### src/rtl/weighted_burst_arbiter.sv
// Per-slave burst arbiter for the crossbar forward path: weighted round-robin or fixed priority.
// The grant is registered and held for a whole burst; beat_accept strobes each transferred beat.
module weighted_burst_arbiter #(
    parameter int unsigned masters           = 4,
    parameter int unsigned slaves            = 4,
    parameter int unsigned i_am_slave_number = 0,
    parameter int unsigned weight_w          = 4,
    parameter bit          rr_mode           = 1'b1
) (
    input  logic                              ACLK,
    input  logic                              ARESET,
    input  logic [masters-1:0]                master_fifo_empty,
    input  logic [masters*$clog2(slaves)-1:0] master_slave_dest,
    input  logic [masters-1:0]                master_last,
    input  logic [masters*weight_w-1:0]       master_weight,
    input  logic                              slave_fifo_full,
    output logic                              grant_valid,
    output logic [$clog2(masters)-1:0]        grant_master_number,
    output logic [masters-1:0]                grant_onehot,
    output logic                              beat_accept
);

    localparam int unsigned DW = $clog2(slaves);
    localparam int unsigned MW = $clog2(masters);

    typedef enum logic {StIdle, StLocked} state_e;

    state_e              r_state;
    logic [MW-1:0]       r_holder;
    logic [MW-1:0]       r_ptr;
    logic [weight_w-1:0] r_credit;
    logic [masters-1:0]  r_onehot;

    logic [masters-1:0]  w_req;
    logic                w_keep;
    logic                w_forfeit;
    logic [MW-1:0]       w_start;
    logic                w_found;
    logic [MW-1:0]       w_pick;
    logic [weight_w-1:0] w_pick_weight;
    logic [weight_w-1:0] w_new_credit;
    logic [weight_w-1:0] w_credit_dec;
    logic [masters-1:0]  w_pick_oh;
    logic [masters-1:0]  w_holder_oh;

    function automatic logic [MW-1:0] wrap_inc(input logic [MW-1:0] x);
        return (x == MW'(masters - 1)) ? '0 : x + 1'b1;
    endfunction

    always_comb begin
        w_req = '0;
        for (int unsigned i = 0; i < masters; i++) begin
            w_req[i] = ~master_fifo_empty[i]
                     & (master_slave_dest[i*DW +: DW] == DW'(i_am_slave_number));
        end
    end

    assign w_keep    = (r_credit != '0) & w_req[r_holder];
    // A holder with credit left but nothing queued gives up its turn to the next index.
    assign w_forfeit = (r_credit != '0) & ~w_req[r_holder] & (|w_req);
    assign w_start   = w_forfeit ? wrap_inc(r_holder) : r_ptr;

    always_comb begin
        int unsigned idx;
        idx           = 0;
        w_found       = 1'b0;
        w_pick        = '0;
        w_pick_weight = '0;
        w_pick_oh     = '0;
        w_holder_oh   = '0;
        for (int unsigned k = 0; k < masters; k++) begin
            idx = 32'(w_start) + k;
            if (idx >= masters) idx = idx - masters;
            if (!w_found && w_req[MW'(idx)]) begin
                w_found = 1'b1;
                w_pick  = MW'(idx);
            end
        end
        for (int unsigned i = 0; i < masters; i++) begin
            if (MW'(i) == w_pick) begin
                w_pick_weight = master_weight[i*weight_w +: weight_w];
                w_pick_oh[i]  = 1'b1;
            end
            if (MW'(i) == r_holder) w_holder_oh[i] = 1'b1;
        end
    end

    assign w_new_credit = (!rr_mode || w_pick_weight == '0) ? weight_w'(1) : w_pick_weight;
    assign w_credit_dec = r_credit - 1'b1;

    assign beat_accept = (r_state == StLocked) & ~slave_fifo_full & ~master_fifo_empty[r_holder];

    always_ff @(posedge ACLK or posedge ARESET) begin
        if (ARESET) begin
            r_state  <= StIdle;
            r_holder <= '0;
            r_ptr    <= '0;
            r_credit <= '0;
            r_onehot <= '0;
        end else begin
            unique case (r_state)
                StIdle: begin
                    if (w_keep) begin
                        r_state  <= StLocked;
                        r_onehot <= w_holder_oh;
                    end else if (w_found) begin
                        r_state  <= StLocked;
                        r_holder <= w_pick;
                        r_credit <= w_new_credit;
                        r_onehot <= w_pick_oh;
                        if (w_forfeit && rr_mode) r_ptr <= w_start;
                    end
                end
                StLocked: begin
                    if (beat_accept && master_last[r_holder]) begin
                        r_state  <= StIdle;
                        r_onehot <= '0;
                        r_credit <= w_credit_dec;
                        if (w_credit_dec == '0) r_ptr <= rr_mode ? wrap_inc(r_holder) : '0;
                    end
                end
                default: r_state <= StIdle;
            endcase
        end
    end

    assign grant_valid         = (r_state == StLocked);
    assign grant_master_number = r_holder;
    assign grant_onehot        = r_onehot;

endmodule

### config.mk
export PLATFORM = sky130hd
export DESIGN_NAME = weighted_burst_arbiter
export DESIGN_NICKNAME = d
export VERILOG_FILES = /design/src/rtl/weighted_burst_arbiter.sv
export SDC_FILE = /design/constraint.sdc
export NUM_CORES = 1
export LEC_CHECK = 0
export BUFFER_PORTS_ARGS = -buffer_cell sky130_fd_sc_hd__buf_2
export CELL_PAD_IN_SITES_DETAIL_PLACEMENT = 0
export CELL_PAD_IN_SITES_GLOBAL_PLACEMENT = 1
export CORE_MARGIN = 2
export CORE_UTILIZATION = 37
export CTS_CLUSTER_SIZE = 14
export DETAILED_ROUTE_END_ITERATION = 6
export PLACE_DENSITY_LB_ADDON = 0.1
export SYNTH_ARGS = -nofsm -noshare
export SYNTH_HDL_FRONTEND = slang
export SYNTH_SLANG_ARGS = --single-unit
### constraint.sdc
create_clock -name ACLK -period 3.5 [get_ports ACLK]
set_input_delay 0.175 -clock ACLK [delete_from_list [all_inputs] [get_ports ACLK]]
set_output_delay 0.175 -clock ACLK [all_outputs]
set_load 0.01 [all_outputs]
==> impl_results.md <==
- Initial antenna violation count: 0
- Die Y: 64.3 um
- Met2 wire length: 1810 um
- Die area: 4130 um2
- Placer Congestion: 0.799
- Register area share after synthesis: 0.242
- CTS tree: done
- Hold slack: 0.282 ns
- Pleak: 0.752 nW
- Vias in the first global route: 1,353
- WP buf/inv: 1
- Total of max-cap violations: 0
- Fin Clk Skew: 0.00464 ns
- Initial detailed-routing violation count: 40
- Delay of the slowest critical-path stage: 0.45 ns
- Post-synth EDFFs: 0
- Post-CTS Repair Setup Buffers: 0
- Kind of end point of the critical path: flop
- CORE AREA: 3420 um2
- Critical Path RT: 3.68 ns
- Worst reg-to-reg setup slack: 0.24 ns
- Nets: 239
- Synth cell types: 47
- Hold WC Path Type: in2reg
- Routed met3 length: 215 um
- Htree depth: 1
- Layout cells sized above 1: 0.330
- Synthesis-stage register bit count: 13
- Tot GR Track Use: 0.192
- Synth Instances: 151
- Crit path max fanout: 16
- Vias/cell: 5.41
- Predominant post-synthesis flop cell: dfrtp_1
- Uppermost layer routed: met4
- Achievable frequency: 307 MHz
- CP arrival: 3.44 ns
- WL per Instance: 15.3 um
- # DRC: 0
- Root Buffer: clkbuf_4
- Global-route wire length before repair: 6130 um
- Clock-pin slew on the worst setup and hold paths: 0.08 ns
- First-pass DRT Iterations: 4
- Row count: 21
- Initial Util: 0.394
- Port Buffers: 42
- Sum of negative setup slack: 0 ns
- Min Clock Period, post-route: 3.26 ns
- Largest net degree at the start of global routing: 17
- Mapped Nets: 192
- Crit share post-route: 0.932
- Final Hold Violating Endpoints: 0
- Routed Antenna Nets: 0
- DR vias: 1,315
- CTS Sinks: 13
- Worst VDD drop: 284 uV
- Final Max Tran Viols: 0
- RSZ-0062 raised after global routing: false
- Delay-heaviest family, CP: compound AO/OA/AOI/OAI gates
- Critical path launch point type: flop
- GRT overflow: 0
- P&R area growth vs syn: 21.7%
- Die Wd: 64.3 um
- Relative slew slack: 0.573
- Most common cell after layout, fill and taps aside: buf_2
- Number of inserted diodes: 0
- Worst-Margin Slew: 0.633 ns
- Cell Chain, Critical Path: inv_1 -> ha_1 -> nor3b_4 -> a2111oi_4 -> o21ai_2 -> mux2_4 -> o221ai_4 -> mux2i_1 -> mux2_2 -> nand2_1 -> o311ai_1
- Commonest non-fill, non-tap cells in the layout: buf_2, nand2_1, dfrtp_1, nor2_1, mux2i_1
- Boundary pin count: 43
- Worst-skew pair later-pin latency: 0.28 ns
- Mean Syn Cell Area: 8.91 um2
- Final wirelength: 3720 um
- Detailed placement HPWL: 3000 um
- Met1 WL: 1660 um
- Ys Warns: 0
- TritonCTS Buffers: 3
- Final core occ: 0.479
- Fraction of registers with async set/reset: 1.00
- Status: complete, no violations
- Kind of critical path: reg2reg
- Slowest cell on the critical path: o221ai_4
- Max Root-Sink Buffers: 2
- Final setup fails: 0
- Mapped Area: 1350 um2
- Pwr dens: 703 nW/um2
==> power breakdown <==
group | leakage [nW] | internal [mW] | total [mW] | switching [mW]
sequential | 0.161 | 0.219 | 0.309 | 0.0900
clock | 0.0150 | 0.0442 | 0.0947 | 0.0504
combinational | 0.576 | 0.322 | 0.746 | 0.424
==> cell usage after synthesis (3+ instances only) <==
cell      n  area share
nor3_1    6       0.022
buf_6     3       0.025
mux2i_1  12       0.089
nor2_1   12       0.033
ha_1      6       0.056
inv_1    10       0.028
nand2_1  14       0.039
a31oi_1   3       0.014
or3_1     4       0.019
mux2_2    4       0.033
nand3_1   4       0.015
o21ai_0  11       0.041
dfrtp_1  13        0.24
a21oi_1   6       0.022
==> worst min-delay path, cell delays in order <==
cell	delay [ns]
buf_2	0.08
a31oi_1	0.10
nand2_1	0.07
o311ai_1	0.08
==> final timing paths <==
check,cells past startpoint,from,end
setup / recovery,11,r_credit[0]$_DFFE_PP0P_,r_credit[0]$_DFFE_PP0P_
hold / removal,4,master_weight[5],r_credit[0]$_DFFE_PP0P_
setup reg to reg,11,r_credit[0]$_DFFE_PP0P_,r_credit[0]$_DFFE_PP0P_
hold reg to reg,2,grant_onehot[3]$_DFFE_PP0P_,grant_onehot[3]$_DFFE_PP0P_
max in group asynchronous,3,ARESET,grant_onehot[1]$_DFFE_PP0P_
min in group asynchronous,3,ARESET,grant_valid$_DFF_PP0_
==> what timing repair did <==
| item | in CTS | in global routing |
|---|---|---|
| endpoints found under the setup margin | 0 | 1 |
| hold endpoints to repair | 13 | 0 |
| hold buffers | 1 | 0 |
| gates resized for setup | 0 | 1 |
==> metal layers <==
metal | track usage | vias to the layer above
li1 | - | 658
met1 | 0.228 | 606
met3 | 0.0458 | 4
met5 | 0 | -
met2 | 0.349 | 47
met4 | 0.0399 | 0
==> sequential cells by signal, summed over array words and instances, names as in the netlist <==
name / cells
r_ptr: 2
r_credit: 4
grant_onehot: 4
grant_valid: 1
grant_master_number: 2
==> cell type report <==
type                       instances  area [um2]
tap                               46        57.6
fill                             351        1780
timing repair buffer              46         243
multi-input combinational        124         947
inverter                          10        37.5
sequential                        13         325
clock buffer                       4        26.3
==> stage by stage <==
step,instance area [um2],std cells,power [mW],worst slack [ns]
2_1_floorplan,1350,151,0.843,0.732
3_3_place_gp,1590,238,1.04,0.385
3_5_place_dp,1590,238,1.04,0.169
4_1_cts,1630,243,1.15,0.149
5_1_grt,1640,243,1.26,0.0147
6_report,1640,243,1.15,0.238
==> kinds of logic after synthesis <==
kind of cell             Yosys count  share of synthesized area
AND/OR/NAND/NOR                   56                      0.226
AO/OA/AOI/OAI                     42                      0.251
multiplexers                      18                      0.153
buffers and inverters             14                     0.0586
flip-flops                        13                      0.242
adder cells (fa/ha/maj)            6                     0.0558
XOR/XNOR                           2                     0.0130
(Power assumes the default switching activity.)
